--- src/rtl/uart_rx_byte.sv ---
// 8N1 UART receiver with 16x oversampling: one-cycle strobe per correctly framed byte,
// one-cycle pulse per framing error (stop bit sampled low).
module uart_rx_byte #(
    parameter int unsigned CLK_FREQ   = 50_000_000,
    parameter int unsigned BAUD_RATE  = 115200,
    parameter int unsigned OVERSAMPLE = 16
) (
    input  logic       clock,
    input  logic       reset,
    input  logic       rx,
    output logic [7:0] rx_data,
    output logic       rx_data_ready,
    output logic       rx_frame_error
);

    localparam int unsigned TICK_DIV  = CLK_FREQ / (BAUD_RATE * OVERSAMPLE);
    localparam int unsigned TICK_W    = (TICK_DIV > 1) ? $clog2(TICK_DIV) : 1;
    localparam logic [TICK_W-1:0] TICK_LAST = TICK_W'(TICK_DIV - 1);

    typedef enum logic [2:0] {
        ST_IDLE  = 3'd0,
        ST_START = 3'd1,
        ST_DATA  = 3'd2,
        ST_STOP  = 3'd3,
        ST_BREAK = 3'd4
    } state_e;

    state_e              state_q, state_d;
    logic                rx_meta_q, rx_meta_d;
    logic                rx_s_q, rx_s_d;
    logic [TICK_W-1:0]   tick_cnt_q, tick_cnt_d;
    logic [3:0]          samp_q, samp_d;
    logic [2:0]          bit_q, bit_d;
    logic [7:0]          shift_q, shift_d;
    logic [7:0]          rx_data_q, rx_data_d;
    logic                rx_data_ready_q, rx_data_ready_d;
    logic                rx_frame_error_q, rx_frame_error_d;
    logic                tick;

    assign rx_data        = rx_data_q;
    assign rx_data_ready  = rx_data_ready_q;
    assign rx_frame_error = rx_frame_error_q;

    // Tick generator is parked at zero in IDLE so the sample phase follows the start edge.
    always_comb begin
        rx_meta_d  = rx;
        rx_s_d     = rx_meta_q;
        tick       = (state_q != ST_IDLE) && (tick_cnt_q == TICK_LAST);
        tick_cnt_d = (state_q == ST_IDLE || tick) ? '0 : tick_cnt_q + TICK_W'(1);
    end

    always_ff @(posedge clock) begin
        if (reset) begin
            state_q <= ST_IDLE;
        end else begin
            state_q <= state_d;
        end
    end

    always_comb begin
        state_d = state_q;
        case (state_q)
            ST_IDLE:  if (!rx_s_q) state_d = ST_START;
            ST_START: if (tick && samp_q == 4'd7) state_d = rx_s_q ? ST_IDLE : ST_DATA;
            ST_DATA:  if (tick && samp_q == 4'd15 && bit_q == 3'd7) state_d = ST_STOP;
            ST_STOP:  if (tick && samp_q == 4'd15) state_d = rx_s_q ? ST_IDLE : ST_BREAK;
            ST_BREAK: if (rx_s_q) state_d = ST_IDLE;
            default:  state_d = ST_IDLE;
        endcase
    end

    // Sample counter, shifter and output strobes; sampling happens mid-bit.
    always_comb begin
        samp_d           = samp_q;
        bit_d            = bit_q;
        shift_d          = shift_q;
        rx_data_d        = rx_data_q;
        rx_data_ready_d  = 1'b0;
        rx_frame_error_d = 1'b0;
        case (state_q)
            ST_IDLE: begin
                samp_d = 4'd0;
                bit_d  = 3'd0;
            end
            ST_START: begin
                if (tick) samp_d = (samp_q == 4'd7) ? 4'd0 : samp_q + 4'd1;
            end
            ST_DATA: begin
                if (tick) begin
                    samp_d = samp_q + 4'd1;
                    if (samp_q == 4'd15) begin
                        shift_d = {rx_s_q, shift_q[7:1]};
                        bit_d   = bit_q + 3'd1;
                    end
                end
            end
            ST_STOP: begin
                if (tick) begin
                    samp_d = samp_q + 4'd1;
                    if (samp_q == 4'd15) begin
                        if (rx_s_q) begin
                            rx_data_d       = shift_q;
                            rx_data_ready_d = 1'b1;
                        end else begin
                            rx_frame_error_d = 1'b1;
                        end
                    end
                end
            end
            default: begin
                samp_d = 4'd0;
            end
        endcase
    end

    always_ff @(posedge clock) begin
        if (reset) begin
            rx_meta_q        <= 1'b1;
            rx_s_q           <= 1'b1;
            tick_cnt_q       <= '0;
            samp_q           <= 4'd0;
            bit_q            <= 3'd0;
            shift_q          <= 8'h00;
            rx_data_q        <= 8'h00;
            rx_data_ready_q  <= 1'b0;
            rx_frame_error_q <= 1'b0;
        end else begin
            rx_meta_q        <= rx_meta_d;
            rx_s_q           <= rx_s_d;
            tick_cnt_q       <= tick_cnt_d;
            samp_q           <= samp_d;
            bit_q            <= bit_d;
            shift_q          <= shift_d;
            rx_data_q        <= rx_data_d;
            rx_data_ready_q  <= rx_data_ready_d;
            rx_frame_error_q <= rx_frame_error_d;
        end
    end

endmodule

--- config.mk ---
export PLATFORM = sky130hd
export DESIGN_NAME = uart_rx_byte
export DESIGN_NICKNAME = d
export VERILOG_FILES = /design/src/rtl/uart_rx_byte.sv
export SDC_FILE = /design/constraint.sdc
export NUM_CORES = 1
export LEC_CHECK = 0
export ABC_AREA = 0
export ABC_CLOCK_PERIOD_IN_PS = 2550
export CORE_MARGIN = 8
export CORE_UTILIZATION = 55
export CTS_CLUSTER_SIZE = 40
export DETAILED_ROUTE_END_ITERATION = 16
export PLACE_DENSITY = 0.83
export SYNTH_ARGS = -nofsm -noshare
export SYNTH_HDL_FRONTEND = slang
export SYNTH_SLANG_ARGS = --single-unit
--- constraint.sdc ---
create_clock -name clock -period 2.55 [get_ports clock]
set_clock_uncertainty 0.2 [all_clocks]
set_input_delay 0.3825 -clock clock [delete_from_list [all_inputs] [get_ports clock]]
set_output_delay 0.3825 -clock clock [all_outputs]
set_load 0.02 [all_outputs]
==> impl_metrics.env <==
export IMPL_status="finished clean"
export IMPL_grt_pass1_vias=1116
export IMPL_critical_path_max_stage_delay_ns=0.51
export IMPL_worst_path_max_fanout=10
export IMPL_synth_top_cell_by_area="dfxtp_1"
export IMPL_globalRouteMet3Util=0.04305
export IMPL_track_usage=0.1312
export IMPL_synthTopCellsByArea="dfxtp_1 (48%), mux2i_1 (11%), nor2_1 (7.5%)"
export IMPL_synth_top_area_share=0.4832
export IMPL_crit_family="simple AND/OR/NAND/NOR gates"
export IMPL_synth_warnings=0
export IMPL_synth_cell_type_count=31
export IMPL_grt_max_degree=22
export IMPL_design_core_area_mm2=0.002500
export IMPL_crit_type="register to register"
export IMPL_hold_viol_final=0
export IMPL_dieWidth_um=67.35
export IMPL_wirelength_um=2595
export IMPL_wl_per_cell_um=13.31
export IMPL_die_h_um=67.35
export IMPL_root_buffer="clkbuf_4"
export IMPL_drc=0
export IMPL_dp_hpwl_um=1917
export IMPL_h_tree_depth=2
export IMPL_clk_path_buf_depth=2
export IMPL_diodes=0
export IMPL_powerDensity_mw_per_mm2=533.5
export IMPL_relSlewSlack=0.6875
export IMPL_max_freq_mhz=474.5
export IMPL_dr_pass1_iters=4
export IMPL_fillers=214
export IMPL_syn_nets=159
export IMPL_cp_cell_sequence="inv_1, ha_1, and4b_1, nand4_2, mux2i_1, nor2_1"
export IMPL_setup_violations=0
export IMPL_p_leak_nw=0.7391
export IMPL_worst_slew_pin_transition_ns=0.4685
export IMPL_rows=18
export IMPL_postCtsHoldBufs=0
export IMPL_initial_core_util=0.5801
export IMPL_ff_latch_area_um2=700.7
export IMPL_hp_class="register to register"
export IMPL_dp_slack_ns=0.4204
export IMPL_synth_area_mm2=0.001450
export IMPL_ant_nets=0
export IMPL_vias_per_cell=5.503
export IMPL_layout_drive_gt1_share=0.08485
export IMPL_layout_common_cells="dfxtp_1 (35), nor2_1 (29), mux2i_1 (16), clkdlybuf4s50_1 (12), nand3_1 (10)"
export IMPL_die_area_mm2=0.004536
export IMPL_synth_seq_cells=35
export IMPL_fin_crit_sh=0.8264
export IMPL_finalSetupTns_ns=0
export IMPL_vdd_drop_max_mv=0.3418
export IMPL_cp_slowest_cell="and4b_1"
export IMPL_worst_ep_arrival_time_ns=2.15
export IMPL_slew_violations=0
export IMPL_grt_pass1_wl_um=4609
export IMPL_rrSetupSlack_ns=0.44
export IMPL_fin_nets=172
export IMPL_num_vias=1073
export IMPL_port_buffers=12
export IMPL_crit_path_end="rx_data[5]$_SDFFE_PP0P_"
export IMPL_r2r_end="rx_data[5]$_SDFFE_PP0P_"
export IMPL_drtIter0Drc=95
export IMPL_layout_setup_ws_ns=0.4426
export IMPL_reg2reg_from="tick_cnt_q[0]$_SDFF_PP0_"
export IMPL_syn_to_final_growth_pct=12.68
export IMPL_clock_sinks=35
export IMPL_reg2regPathDepth=6
export IMPL_ys_seq_area_frac=0.4832
export IMPL_met2_usage=0.2342
export IMPL_multiInputGateArea_um2=699.4
export IMPL_cp_startpoint="tick_cnt_q[0]$_SDFF_PP0_"
export IMPL_ys_flop_type="dfxtp_1"
export IMPL_use_met1=0.1340
export IMPL_start_kind="register"
export IMPL_cap_violations=0
export IMPL_cts_resized=0
export IMPL_numCtsBuffers=5
export IMPL_io_pins=13
export IMPL_cts_tree="built"
export IMPL_rsz0062_at_grt="no"
export IMPL_avgSynthCellArea_um2=9.604
export IMPL_worst_path_stages=6
export IMPL_final_common_cell="dfxtp_1"
export IMPL_fin_crit_ns=2.107
export IMPL_busiest_layer="met2"
export IMPL_clock_latency_ns=0.34
export IMPL_cp_end_kind="register"
export IMPL_post_cts_buffers=0
export IMPL_ys_async_sr_fraction=0
export IMPL_antenna_found_initial=0
export IMPL_clk_pin_slew_worst_paths_ns=0.11
export IMPL_finalWeightedCongestion=0.8100
export IMPL_synthCells=151
export IMPL_timing_critical_path_buf_inv=1
export IMPL_required_ns=2.59
export IMPL_grt_overflow=0
export IMPL_synth_edff_count=0
==> cell type report <==
class / count / area share
flip-flops and latches: 35 / 0.4288
repair buffers: 13 / 0.07810
clock buffers: 5 / 0.02297
inverters: 3 / 0.006891
multi-input cells: 106 / 0.4280
clock inverters: 3 / 0.01225
well taps: 30 / 0.02297
==> layer usage <==
metal / up-vias / part of all wire / wire length [µm]
li1: 543 / - / -
met1: 506 / 0.44 / 1144
met2: 19 / 0.51 / 1312
met3: 5 / 0.041 / 106
met4: 0 / 0.012 / 31
met5: - / 0 / 0
==> synthesized netlist by cell type, types with 2 or more instances <==
cell and count:
a211oi_1 2, clkbuf_1 4, inv_1 3, dfxtp_1 35, nand3_1 10, o21ai_0 4
or2_2 2, nor2_1 29, a21oi_1 3, nor3_1 5, nand2_1 8, xor2_1 3
ha_1 5, mux2i_1 16, a31oi_1 3, nand4_4 2, nand2b_1 3
==> registers in the layout, summed over array words and instances, names as in the netlist, 3 cells and up <==
register and cells:
tick_cnt_q 5, bit_q 3, samp_q 4, state_q 3, shift_q 8, rx_data 8
==> how the worst min path moves through the flow <==
stage               cells past startpoint                end            startpoint  slack (ns)
floorplan                               1  rx_s_q$_SDFF_PP1_  rx_meta_q$_SDFF_PP1_        0.19
global placement                        1  rx_s_q$_SDFF_PP1_  rx_meta_q$_SDFF_PP1_        0.19
detailed placement                      1  rx_s_q$_SDFF_PP1_  rx_meta_q$_SDFF_PP1_        0.20
CTS                                     1  rx_s_q$_SDFF_PP1_  rx_meta_q$_SDFF_PP1_        0.23
global route                            1  rx_s_q$_SDFF_PP1_  rx_meta_q$_SDFF_PP1_        0.24
finish                                  1  rx_s_q$_SDFF_PP1_  rx_meta_q$_SDFF_PP1_        0.23
==> report_power, final <==
| group | internal (mW) | switching [mW] | leakage, nW |
|---|---|---|---|
| logic | 0.00905 | 0.0149 | 0.429 |
| clock network | 0.105 | 0.190 | 0.0272 |
| registers | 0.549 | 0.00320 | 0.282 |
==> stage by stage <==
| stage | cell area, µm² | util | instances | power (mW) | hold WS [ns] |
|---|---|---|---|---|---|
| 3_5_place_dp | 1577 | 0.6306 | 187 | 0.5886 | 0.2047 |
| 2_1_floorplan | 1450 | - | 151 | 0.5808 | 0.1895 |
| 6_report | 1634 | 0.6537 | 195 | 0.8718 | 0.2255 |
| 5_1_grt | 1634 | 0.6537 | 195 | 0.9103 | 0.2418 |
| 4_1_cts | 1634 | 0.6537 | 195 | 0.8805 | 0.2307 |
| 3_3_place_gp | 1577 | 0.6306 | 187 | 0.5880 | 0.1937 |
==> logic make-up (layout without fill, tap and decap cells) <==
logic type                 Yosys count  in the layout  share of synthesized area
DFF                                 35             35                     0.4832
buffers and inverters               10             24                    0.03451
muxes                               16             16                     0.1104
adders and majority gates            5              5                    0.04314
xor gates and xnor gates             4              4                    0.02416
AOI/OAI and AO/OA                   15             15                    0.06385
and+or+nand+nor                     66             66                     0.2407
==> worst register-to-register path, stage by stage, from the launching register on <==
cell,delay [ns]
dfxtp_1,0.35
inv_1,0.06
ha_1,0.15
and4b_1,0.51
nand4_2,0.42
mux2i_1,0.28
nor2_1,0.06
Note: power is estimated with default switching activity, not from simulation.
